## src/rtl/uc_pkg.sv

```systemverilog
// Shared encodings for the multi-cycle MIPS32 control unit: opcodes,
// ALU/mux select codes and the FSM state encoding.
package uc_pkg;

  localparam int WCNT_W = 4;

  localparam logic [5:0] OP_RTYPE = 6'b000000;
  localparam logic [5:0] OP_LW    = 6'b100011;
  localparam logic [5:0] OP_SW    = 6'b101011;
  localparam logic [5:0] OP_ADDI  = 6'b001000;
  localparam logic [5:0] OP_BEQ   = 6'b000100;
  localparam logic [5:0] OP_J     = 6'b000010;

  localparam logic [2:0] ALUOP_ADD   = 3'b000;
  localparam logic [2:0] ALUOP_SUB   = 3'b001;
  localparam logic [2:0] ALUOP_FUNCT = 3'b010;

  localparam logic [1:0] SRCB_RT     = 2'b00;
  localparam logic [1:0] SRCB_FOUR   = 2'b01;
  localparam logic [1:0] SRCB_IMM    = 2'b10;
  localparam logic [1:0] SRCB_IMM_SH = 2'b11;

  localparam logic [1:0] PCSRC_ALU    = 2'b00;
  localparam logic [1:0] PCSRC_ALUOUT = 2'b01;
  localparam logic [1:0] PCSRC_JUMP   = 2'b10;

  // Codes 13..15 are unused and fall back to S_FETCH.
  typedef enum logic [3:0] {
    S_FETCH  = 4'd0,
    S_DECODE = 4'd1,
    S_EXEC_R = 4'd2,
    S_RWB    = 4'd3,
    S_EXEC_I = 4'd4,
    S_IWB    = 4'd5,
    S_MEMADR = 4'd6,
    S_MEMRD  = 4'd7,
    S_MEMWB  = 4'd8,
    S_MEMWR  = 4'd9,
    S_BRANCH = 4'd10,
    S_JUMP   = 4'd11,
    S_TRAP   = 4'd12
  } state_t;

endpackage

```

## src/rtl/uc_multiciclo_dec.sv

```systemverilog
// Moore output decoder: maps state and wait counter to every datapath control.
// Purely combinational; memory strobes depend on the counter reaching MEM_WAIT.
module uc_multiciclo_dec
  import uc_pkg::*;
#(
  parameter int MEM_WAIT = 0,
  parameter int ALUOP_W  = 3
) (
  input  state_t              state,
  input  logic [WCNT_W-1:0]   wcnt,
  output logic                PCWrite,
  output logic                PCWriteCond,
  output logic                IorD,
  output logic                MemToRead,
  output logic                MemToWrite,
  output logic                IRWrite,
  output logic                MemToReg,
  output logic                RegDst,
  output logic                RegWrite,
  output logic                ALUSrcA,
  output logic [1:0]          ALUSrcB,
  output logic [ALUOP_W-1:0]  AluOp,
  output logic [1:0]          PCSource,
  output logic                InstrDone,
  output logic                IllegalOp
);

  localparam logic [WCNT_W-1:0] WAIT_LAST = WCNT_W'(MEM_WAIT);

  logic wait_done;
  assign wait_done = (wcnt == WAIT_LAST);

  always_comb begin
    PCWrite     = 1'b0;
    PCWriteCond = 1'b0;
    IorD        = 1'b0;
    MemToRead   = 1'b0;
    MemToWrite  = 1'b0;
    IRWrite     = 1'b0;
    MemToReg    = 1'b0;
    RegDst      = 1'b0;
    RegWrite    = 1'b0;
    ALUSrcA     = 1'b0;
    ALUSrcB     = SRCB_RT;
    AluOp       = ALUOP_W'(ALUOP_ADD);
    PCSource    = PCSRC_ALU;
    InstrDone   = 1'b0;
    IllegalOp   = 1'b0;
    case (state)
      S_FETCH: begin
        MemToRead = 1'b1;
        ALUSrcB   = SRCB_FOUR;
        IRWrite   = wait_done;
        PCWrite   = wait_done;
      end
      S_DECODE: ALUSrcB = SRCB_IMM_SH;
      S_EXEC_R: begin
        ALUSrcA = 1'b1;
        AluOp   = ALUOP_W'(ALUOP_FUNCT);
      end
      S_RWB: begin
        RegDst    = 1'b1;
        RegWrite  = 1'b1;
        InstrDone = 1'b1;
      end
      S_EXEC_I, S_MEMADR: begin
        ALUSrcA = 1'b1;
        ALUSrcB = SRCB_IMM;
      end
      S_IWB: begin
        RegWrite  = 1'b1;
        InstrDone = 1'b1;
      end
      S_MEMRD: begin
        IorD      = 1'b1;
        MemToRead = 1'b1;
      end
      S_MEMWB: begin
        MemToReg  = 1'b1;
        RegWrite  = 1'b1;
        InstrDone = 1'b1;
      end
      S_MEMWR: begin
        IorD       = 1'b1;
        MemToWrite = 1'b1;
        InstrDone  = wait_done;
      end
      S_BRANCH: begin
        ALUSrcA     = 1'b1;
        AluOp       = ALUOP_W'(ALUOP_SUB);
        PCWriteCond = 1'b1;
        PCSource    = PCSRC_ALUOUT;
        InstrDone   = 1'b1;
      end
      S_JUMP: begin
        PCWrite   = 1'b1;
        PCSource  = PCSRC_JUMP;
        InstrDone = 1'b1;
      end
      S_TRAP: begin
        IllegalOp = 1'b1;
        InstrDone = 1'b1;
      end
      default: ;
    endcase
  end

endmodule

```

## src/rtl/uc_multiciclo.sv

```systemverilog
// Multi-cycle MIPS32 main control FSM: state register, opcode-driven next state
// and the memory wait-state counter; outputs come from uc_multiciclo_dec.
module uc_multiciclo
  import uc_pkg::*;
#(
  parameter int OP_W     = 6,
  parameter int ALUOP_W  = 3,
  parameter int MEM_WAIT = 0,
  parameter int EN_JUMP  = 1
) (
  input  logic                clk,
  input  logic                rst_n,
  input  logic [OP_W-1:0]     OpCode,
  input  logic                Zero,
  output logic                PCWrite,
  output logic                PCWriteCond,
  output logic                IorD,
  output logic                MemToRead,
  output logic                MemToWrite,
  output logic                IRWrite,
  output logic                MemToReg,
  output logic                RegDst,
  output logic                RegWrite,
  output logic                ALUSrcA,
  output logic [1:0]          ALUSrcB,
  output logic [ALUOP_W-1:0]  AluOp,
  output logic [1:0]          PCSource,
  output logic                InstrDone,
  output logic                IllegalOp
);

  localparam logic [WCNT_W-1:0] WAIT_LAST = WCNT_W'(MEM_WAIT);

  state_t              state, state_nxt;
  logic [WCNT_W-1:0]   wcnt, wcnt_nxt;
  logic                wait_done;

  // Zero gates the PC load in the datapath together with PCWriteCond.
  logic zero_unused;
  assign zero_unused = Zero;

  assign wait_done = (wcnt == WAIT_LAST);

  always_ff @(posedge clk or negedge rst_n) begin
    if (!rst_n) begin
      state <= S_FETCH;
      wcnt  <= '0;
    end else begin
      state <= state_nxt;
      wcnt  <= wcnt_nxt;
    end
  end

  always_comb begin
    state_nxt = S_FETCH;
    case (state)
      S_FETCH:  state_nxt = wait_done ? S_DECODE : S_FETCH;
      S_DECODE: begin
        case (OpCode)
          OP_RTYPE:     state_nxt = S_EXEC_R;
          OP_LW, OP_SW: state_nxt = S_MEMADR;
          OP_ADDI:      state_nxt = S_EXEC_I;
          OP_BEQ:       state_nxt = S_BRANCH;
          OP_J:         state_nxt = (EN_JUMP != 0) ? S_JUMP : S_TRAP;
          default:      state_nxt = S_TRAP;
        endcase
      end
      S_EXEC_R: state_nxt = S_RWB;
      S_EXEC_I: state_nxt = S_IWB;
      S_MEMADR: state_nxt = (OpCode == OP_SW) ? S_MEMWR : S_MEMRD;
      S_MEMRD:  state_nxt = wait_done ? S_MEMWB : S_MEMRD;
      S_MEMWR:  state_nxt = wait_done ? S_FETCH : S_MEMWR;
      default:  state_nxt = S_FETCH;
    endcase
  end

  // Only memory states self-loop; any transition clears the counter so each
  // memory state is entered with wcnt == 0.
  always_comb begin
    wcnt_nxt = '0;
    if (state_nxt == state)
      wcnt_nxt = wait_done ? wcnt : wcnt + WCNT_W'(1);
  end

  uc_multiciclo_dec #(
    .MEM_WAIT (MEM_WAIT),
    .ALUOP_W  (ALUOP_W)
  ) u_dec (
    .state       (state),
    .wcnt        (wcnt),
    .PCWrite     (PCWrite),
    .PCWriteCond (PCWriteCond),
    .IorD        (IorD),
    .MemToRead   (MemToRead),
    .MemToWrite  (MemToWrite),
    .IRWrite     (IRWrite),
    .MemToReg    (MemToReg),
    .RegDst      (RegDst),
    .RegWrite    (RegWrite),
    .ALUSrcA     (ALUSrcA),
    .ALUSrcB     (ALUSrcB),
    .AluOp       (AluOp),
    .PCSource    (PCSource),
    .InstrDone   (InstrDone),
    .IllegalOp   (IllegalOp)
  );

endmodule

```

## config.mk

```make
export PLATFORM = sky130hd
export DESIGN_NAME = uc_multiciclo
export DESIGN_NICKNAME = d
export VERILOG_FILES = /design/src/rtl/uc_pkg.sv /design/src/rtl/uc_multiciclo_dec.sv /design/src/rtl/uc_multiciclo.sv
export SDC_FILE = /design/constraint.sdc
export NUM_CORES = 1
export LEC_CHECK = 0
export CAP_MARGIN = 20
export CORE_MARGIN = 4
export CORE_UTILIZATION = 30
export DETAILED_ROUTE_END_ITERATION = 10
export PLACE_DENSITY_LB_ADDON = 0.3
export SKIP_CTS_REPAIR_TIMING = 1
export SLEW_MARGIN = 5
export SYNTH_ARGS = -nofsm -noshare
export SYNTH_HDL_FRONTEND = slang
export SYNTH_SLANG_ARGS = --single-unit
export TNS_END_PERCENT = 50
```

## constraint.sdc

```tcl
create_clock -name clk -period 2.5 [get_ports clk]
set_input_delay 0.625 -clock clk [delete_from_list [all_inputs] [get_ports clk]]
set_output_delay 0.625 -clock clk [all_outputs]
set_load 0.02 [all_outputs]
```

==> results of run 1 <==
[placed cells by master (no fill, tap or decap), types with 2 or more instances in the layout]
cell type / netlist / final
a211oi_1: 3 / 3
a21oi_1: 8 / 8
buf_4: 3 / 12
clkbuf_2: 1 / 2
clkbuf_4: 0 / 3
clkdlybuf4s50_1: 0 / 16
dfrtp_1: 8 / 5
dfrtp_2: 0 / 3
dlymetal6s2s_1: 0 / 7
ha_1: 2 / 2
inv_1: 5 / 5
nand2_1: 10 / 10
nand2b_1: 7 / 6
nand3_1: 4 / 4
nor2_1: 7 / 7
nor3_1: 10 / 9
nor3b_1: 3 / 3
o21ai_0: 6 / 6
or2_2: 2 / 2
or3_1: 3 / 3
xor2_1: 2 / 2
[sequential cells by signal, summed over array words and instances, names as in the netlist]
name,count
state,4
wcnt,4
[where the power goes]
group	total (mW)	internal (mW)	switching [mW]	leakage, nW
sequential	0.215	0.157	0.0577	0.103
combinational	0.812	0.368	0.444	0.477
clock	0.0969	0.0548	0.0421	0.0138
[stage by stage]
step	TNS [ps]	setup WS, ps	total power [mW]	hold WS, ps	instance area (sq um)
finish	0	81.6	1.12	643	1210
global placement	-210	-126	1.02	636	1160
CTS	-1560	-430	1.12	654	1180
floorplan	0	20.2	0.679	329	816
global route	-53.9	-30.9	1.21	665	1210
detailed placement	-312	-158	1.03	654	1160
[worst register-to-register path, cell delays in order, from the launching register on]
cell and delay, ps:
dfrtp_1 370, inv_1 80, ha_1 150, or3b_4 410, buf_4 170, a32o_1 220
a221oi_2 320, nor3_1 110
[final cells by class]
type | count | share of cell area
clock buffer | 3 | 0.0186
inverter | 5 | 0.0155
multi-input combinational | 87 | 0.464
sequential | 8 | 0.168
tap | 30 | 0.0309
timing repair buffer | 38 | 0.303
[metal layers]
layer / share of wire / vias up
li1: - / 455
met1: 0.43 / 430
met2: 0.49 / 36
met3: 0.072 / 2
met4: 0.0086 / 0
met5: 0 / -
[worst min path at each step]
stage                       start        to  slack (ps)  cells after the start
after floorplan             rst_n  state[0]         330                      0
after global placement    wcnt[2]   wcnt[2]         640                      4
after detailed placement  wcnt[2]   wcnt[2]         650                      4
after CTS                   rst_n   wcnt[3]         650                      1
after global routing        rst_n   wcnt[3]         670                      1
final                       rst_n   wcnt[3]         640                      1
[kinds of logic after synthesis]
family | count (synthesis)
AOI/OAI and AO/OA | 25
xor gates and xnor gates | 3
adders and majority gates | 2
buffers and inverters | 16
DFF | 8
muxes | 1
other | 1
and+or+nand+nor | 55
==> results.json, run 1 <==
{
  "status": "finished clean",
  "routedWlPerCell_um": 13.0,
  "synth_area_sq_um": 810,
  "synth_commonest_cells": "10 x nand2_1, 10 x nor3_1, 8 x a21oi_1, 8 x dfrtp_1",
  "track_usage": 0.130,
  "crit_family": "buffers and inverters",
  "path_buf_inv": 2,
  "setup_viol": 0,
  "worst_setup_path_start_kind": "flop",
  "syn_area_per_cell_sq_um": 7.29,
  "diodes": 0,
  "hold_violations": 0,
  "dieArea_sq_um": 3590,
  "path_class": "reg2out",
  "clock.fmax_mhz": 413,
  "avgViaCountPerCell": 5.40,
  "crit_path_end_kind": "primary output",
  "synth_seq_cells": 8,
  "portBuffers": 25,
  "first_pass_iters": 4,
  "cts_buffers": 3,
  "crit_arrival_ps": 1790,
  "period_share": 0.967,
  "dp_cells": 168,
  "wl_um": 2220,
  "grt_max_degree": 24,
  "initial_core_util": 0.321,
  "instances_no_fill": 171,
  "synth_top_family_by_area": "simple AND/OR/NAND/NOR gates",
  "grt.met2_usage": 0.213,
  "path_cells": "nor2_1, buf_4, nor3b_1, clkdlybuf4s50_1",
  "seq_area_frac_synth": 0.247,
  "async_reset_ff_frac": 1.00,
  "tritoncts": "done",
  "multi_input_area_sq_um": 563,
  "ff2ff_path_depth": 7,
  "area_growth_pct": 49.9,
  "clkLatencyLatePin_ps": 260,
  "cts_buffer_depth": 2,
  "fin_skew_ps": 9.89,
  "top_usage_layer": "met2",
  "r2r_end": "wcnt[1]",
  "fp.coreArea_sq_um": 2520,
  "layout.nets": 154,
  "synth_fa_ha_area_frac": 0.0309,
  "tightest_slew_ps": 625,
  "synth_warnings": 0,
  "cts-root-buf": "clkbuf_4",
  "fill_cells": 266,
  "gp_congestion": 0.834,
  "synthTopCellsByArea": "dfrtp_1 25%, nor3_1 6.2%, nand2b_1 5.4%",
  "critPathLaunch": "state[2]",
  "num_vias": 923,
  "netlist_instances": 111,
  "rows": 18,
  "grt_util_met3": 0.0259,
  "drtAntennaViolNets": 0,
  "use_met1": 0.171,
  "drc": 0,
  "r2r_slack_ps": 510,
  "leakagePower_nw": 0.594,
  "required_ps": 1880,
  "ys_types": 39,
  "ys.flop_type": "dfrtp_1",
  "cellPowerDensity_nw_per_um2": 926,
  "critPathCapture": "ALUSrcA",
  "die_x_um": 59.9,
  "grt_pass1_vias": 793,
  "yosys.area.top_type": "dfrtp_1",
  "syn_nets": 122,
  "drv_cap": 0,
  "clk_pin_slew_worst_paths_ps": 60,
  "io_pins": 28,
  "seqCellArea_sq_um": 204,
  "maxSlewHeadroom": 0.581,
  "slew_viol_final": 0,
  "cp.depth": 4,
  "drt_iter0_markers": 28,
  "cts_max_level": 1,
  "die_h_um": 59.9,
  "synth_mux_area_frac": 0.0124,
  "fin_util": 0.481,
  "ir_drop_mv": 0.610,
  "rsz0062_at_grt": "true",
  "reg2reg_from": "wcnt[0]",
  "cp_max_fo": 10,
  "synth_xor_area_frac": 0.0325,
  "synth_compound_area_frac": 0.201,
  "yosysTopAreaCellShare": 0.247,
  "clock-sinks": 8,
  "grt.overflow.total": 0,
  "synth_simple_gate_area_frac": 0.377,
  "finalCriticalPeriod_ps": 2420,
  "layout-drive-gt1-share": 0.206,
  "grt_pass1_wl_um": 3530,
  "cp_slowest_stage_delay_ps": 650,
  "slowest_stage": "clkdlybuf4s50_1",
  "synth_edf_count": 0,
  "min_path_type": "in2async",
  "antenna_found_initial": 0,
  "dp_hpwl_um": 1740
}
(Power assumes the default switching activity.)
==> run 2, diff against run 1 <==
- GPL_TIMING_DRIVEN: not set -> 0
- TNS_END_PERCENT: 50 -> 100
==> run 2 against run 1 <==
  * The run now ends with setup timing left
  * Hold slack got worse by 40 ps
  * Die area stayed put
  * Via count decreased by 0.43%
  * Highest routed layer unchanged
==> results.json, run 2 (synthesized netlist as in run 1, its figures left out) <==
{
  "status": "finished, violations left",
  "violations": "setup timing",
  "top_usage_layer": "met2",
  "maxSlewHeadroom": 0.461,
  "required_ps": 1880,
  "hold_end": "wcnt[2]",
  "period_share": 1.00,
  "finalCriticalPeriod_ps": 2500,
  "hold_violations": 0,
  "gp_congestion": 0.794,
  "die_h_um": 59.9,
  "pwr-share-seq": 0.164,
  "internal-power_mw": 0.553,
  "drt_iter0_markers": 15,
  "min_path_type": "reg2reg",
  "r2r_slack_ps": 350,
  "dieArea_sq_um": 3590,
  "path_buf_inv": 3,
  "grt_max_degree": 11,
  "setup_slack_ps": -4.57,
  "cellPowerDensity_nw_per_um2": 897,
  "grt_pass1_vias": 865,
  "num_vias": 919,
  "fp.coreArea_sq_um": 2520,
  "placed_area_sq_um": 1100,
  "cts-root-buf": "clkbuf_4",
  "crit_path_end_kind": "primary output",
  "p_sw_frac": 0.500,
  "fin_util": 0.489,
  "slowest_stage": "dfrtp_1",
  "hold_start": "wcnt[2]",
  "clk_pin_slew_worst_paths_ps": 50,
  "antenna_found_initial": 0,
  "drtAntennaViolNets": 0,
  "drv_cap": 0,
  "leakagePower_nw": 0.746,
  "portBuffers": 25,
  "routedWlPerCell_um": 13.6,
  "cts_max_level": 1,
  "rows": 18,
  "fill_cells": 250,
  "io_pins": 28,
  "r2r_end": "wcnt[0]",
  "dp_cells": 166,
  "grt_util_met3": 0.0216,
  "path_cells": "inv_2, ha_4, or3b_1, buf_6, nor4b_4, or2_2, buf_4",
  "layout.nets": 155,
  "fin_skew_ps": 1.34,
  "p_switching_mw": 0.553,
  "grt.met2_usage": 0.215,
  "clock-sinks": 8,
  "clkPwrFrac": 0.087,
  "ff2ff_path_depth": 6,
  "dp_hpwl_um": 1700,
  "mostFrequentLayoutCells": "15 x dlymetal6s2s_1, 9 x nor3_1, 9 x nand2_1, 8 x buf_4, 8 x dfrtp_1",
  "ir_drop_mv": 0.452,
  "cts_buffers": 3,
  "cp_max_fo": 7,
  "initial_core_util": 0.321,
  "layout_commonest_cell": "dlymetal6s2s_1",
  "crit_arrival_ps": 1880,
  "setup_viol": 1,
  "tightest_slew_ps": 807,
  "grt.overflow.total": 0,
  "area_growth_pct": 52.4,
  "worst_setup_path_start_kind": "flop",
  "diodes": 0,
  "avgViaCountPerCell": 5.34,
  "clkLatencyLatePin_ps": 250,
  "die_x_um": 59.9,
  "clock.fmax_mhz": 399,
  "combPwrFrac": 0.748,
  "wl_um": 2340,
  "path_class": "reg2out",
  "use_met1": 0.185,
  "reg2reg_from": "wcnt[0]",
  "track_usage": 0.137,
  "layout-drive-gt1-share": 0.225,
  "drc": 0,
  "rsz0062_at_grt": "true",
  "crit_family": "simple AND/OR/NAND/NOR gates",
  "slew_viol_final": 0,
  "first_pass_iters": 4,
  "tritoncts": "done",
  "final_cell_area_sq_um": 1230,
  "biggestRegsByFlops": "state: 4 flops, wcnt: 4 flops",
  "cts_buffer_depth": 2,
  "grt_pass1_wl_um": 3700,
  "hold_depth": 3,
  "cp_slowest_stage_delay_ps": 400,
  "instances_no_fill": 172
}
-- run 2: how the worst max path moves through the flow --
stage | start | to | depth (start not counted)
CTS | wcnt[0] | PCWrite | 7
global route | wcnt[0] | PCWrite | 7
floorplan | wcnt[0] | PCWrite | 6
detailed placement | wcnt[0] | PCWrite | 7
finish | wcnt[0] | PCWrite | 7
global placement | wcnt[0] | PCWrite | 7
-- run 2: power by group through the flow --
stage / combinational [mW] / clock (mW) / sequential [mW]
floorplan: 0.503 / 0 / 0.176
global placement: 0.784 / 0 / 0.180
detailed placement: 0.795 / 0 / 0.182
CTS: 0.797 / 0.102 / 0.180
global route: 0.898 / 0.112 / 0.187
finish: 0.828 / 0.0965 / 0.182
-- run 2: metrics by stage --
step | hold slack [ps] | TNS [ps] | power [mW] | worst slack (ps)
after CTS | 615 | -4320 | 1.08 | -567
after detailed placement | 605 | -930 | 0.977 | -284
final | 604 | -4.57 | 1.11 | -4.57
after global routing | 660 | -157 | 1.20 | -101
after global placement | 584 | -756 | 0.964 | -274
after floorplan | 329 | 0 | 0.679 | 20.2
-- run 2: routing by layer --
layer	share of wire	wire length (um)	up-vias
met4	0.0051	12	0
li1	-	-	455
met5	0	0	-
met3	0.039	91	2
met2	0.51	1200	15
met1	0.44	1040	447
-- run 2: layout make-up --
cell class / instances / area [sq um] / share of cell area
well taps: 30 / 37.5 / 0.0304
inverters: 5 / 18.8 / 0.0152
flip-flops and latches: 8 / 200 / 0.162
plain buffers: 11 / 73.8 / 0.0598
multi-input cells: 87 / 574 / 0.466
clock buffers: 3 / 22.5 / 0.0183
repair buffers: 28 / 307 / 0.248
-- run 2: worst min-delay path, cell delays in order, from the launching register on --
cell	delay (ps)
dfrtp_1	390
xor2_1	80
nand2_1	60
nor3_1	40
==> run 3, diff against run 2 <==
- CORE_MARGIN: 4 -> not set
- CTS_CLUSTER_SIZE: not set -> 24
==> run 3 against run 2 <==
  * The flow still finishes with violations (setup timing)
  * Wire length decreased by 8.9%
  * Combinational power is 4.6% lower
  * Flip-flop and latch count unchanged
  * Final area fell by 4.8%
  * Clock skew grew 2.4 ps
  * Power down 3.7%
  * Non-clock buffer count is 3 lower
  * Hold slack improved by 9.0 ps
  * Sequential power about the same
  * Utilization down 2.3 points
  * Final cell count down 1.7%
==> results.json, run 3 (synthesized netlist as in run 1, its figures left out) <==
{
  "finalCriticalPeriod_ps": 2560,
  "crit_path_end_kind": "primary output",
  "cts_buffers": 3,
  "antenna_found_initial": 0,
  "cts-root-buf": "clkbuf_4",
  "drc": 0,
  "ir_drop_mv": 0.459,
  "track_usage": 0.165,
  "num_vias": 895,
  "violations": "setup timing",
  "routedWlPerCell_um": 12.6,
  "placed_area_sq_um": 1100,
  "area_growth_pct": 45.1,
  "dp_cells": 166,
  "path_class": "reg2out",
  "fin_skew_ps": 3.73,
  "drt-met1-wl_um": 990,
  "crit_arrival_ps": 1940,
  "grt_pass1_wl_um": 3450,
  "mostFrequentLayoutCells": "15 x dlymetal6s2s_1, 10 x nand2_1, 9 x nor3_1, 8 x a21oi_1, 8 x dfrtp_1",
  "routed.top_layer": "met4",
  "clkLatencyLatePin_ps": 250,
  "portBuffers": 25,
  "io_pins": 28,
  "initial_core_util": 0.321,
  "tritoncts": "done",
  "wl_met3_um": 50,
  "dieArea_sq_um": 2910,
  "fill_cells": 268,
  "drt_iter0_markers": 24,
  "grt_max_degree": 11,
  "maxSlewHeadroom": 0.517,
  "final_cell_area_sq_um": 1170,
  "wl_um": 2130,
  "rsz0062_at_grt": "true",
  "first_pass_iters": 4,
  "diodes": 0,
  "r2r_slack_ps": 450,
  "dp_hpwl_um": 1630,
  "leakagePower_nw": 0.724,
  "fp.coreArea_sq_um": 2520,
  "tightest_slew_ps": 723,
  "total_power_mw": 1.07,
  "slew_viol_final": 0,
  "layout_commonest_cell": "dlymetal6s2s_1",
  "grt_pass1_vias": 833,
  "drtAntennaViolNets": 0,
  "die_x_um": 53.9,
  "cts_buffer_depth": 2,
  "layout-drive-gt1-share": 0.173,
  "avgViaCountPerCell": 5.30,
  "clk_pin_slew_worst_paths_ps": 50,
  "hold_violations": 0,
  "die_h_um": 53.9,
  "cts_max_level": 1,
  "clock.fmax_mhz": 390,
  "layout.nets": 152,
  "setup_slack_ps": -63.6,
  "biggestRegsByFlops": "state: 4 flops, wcnt: 4 flops",
  "cp_max_fo": 7,
  "route.met2.wl_um": 1050,
  "worst_setup_path_start_kind": "flop",
  "gp_congestion": 0.867,
  "rows": 18,
  "drv_cap": 0,
  "clock-sinks": 8,
  "setup_viol": 1,
  "period_share": 1.03,
  "grt.overflow.total": 0,
  "min_path_type": "reg2reg",
  "cellPowerDensity_nw_per_um2": 907,
  "status": "finished, violations left",
  "instances_no_fill": 169,
  "required_ps": 1880
}
-- run 3: changes by cell type in the layout (fill, tap and decap cells not counted), sizes merged --
cell	delta
clkbuf	+2
buf	-5
-- run 3: path summary, 6_finish.rpt --
kind | startpoint | end | cells past startpoint
worst max-delay path | wcnt[0] | PCWrite | 7
worst min-delay path | wcnt[2] | wcnt[2] | 3
worst max register to register | wcnt[0] | wcnt[0] | 6
worst min register to register | wcnt[2] | wcnt[2] | 3
max in group asynchronous | rst_n | state[2] | 1
min in group asynchronous | rst_n | wcnt[3] | 1
-- run 3: critical path: stages (launching register included) --
cell      delay (ps)
dfrtp_1          400
inv_2             80
ha_1             150
or3b_1           330
buf_2            180
nor4b_4          240
or2_2            150
clkbuf_2         150
-- run 3: final cells by class --
type | count | area, sq um | share of cell area
multi-input combinational | 87 | 553 | 0.471
timing repair buffer | 25 | 278 | 0.236
sequential | 8 | 200 | 0.170
buffer | 11 | 65.1 | 0.0554
tap | 30 | 37.5 | 0.0319
clock buffer | 3 | 22.5 | 0.0192
inverter | 5 | 18.8 | 0.0160
-- run 3: where the power goes --
group / switching [mW] / leakage (nW) / internal (mW) / total [mW]
clock network: 0.0417 / 0.0138 / 0.0548 / 0.0965
registers: 0.0253 / 0.107 / 0.154 / 0.179
logic: 0.467 / 0.603 / 0.323 / 0.790
total: 0.534 / 0.724 / 0.532 / 1.07
-- run 3: metal layers --
layer,track usage,vias up
li1,-,452
met1,0.207,422
met2,0.280,17
met5,0,-
met3,0.00847,4
met4,0.0921,0
-- run 3: metrics by stage --
stage	util	setup TNS (ps)	setup WS [ps]	hold WS (ps)
2_1_floorplan	-	0	20.2	329
3_3_place_gp	0.438	-728	-265	584
3_5_place_dp	0.438	-905	-288	604
4_1_cts	0.446	-4230	-565	612
5_1_grt	0.466	-290	-175	645
6_report	0.466	-63.6	-63.6	613
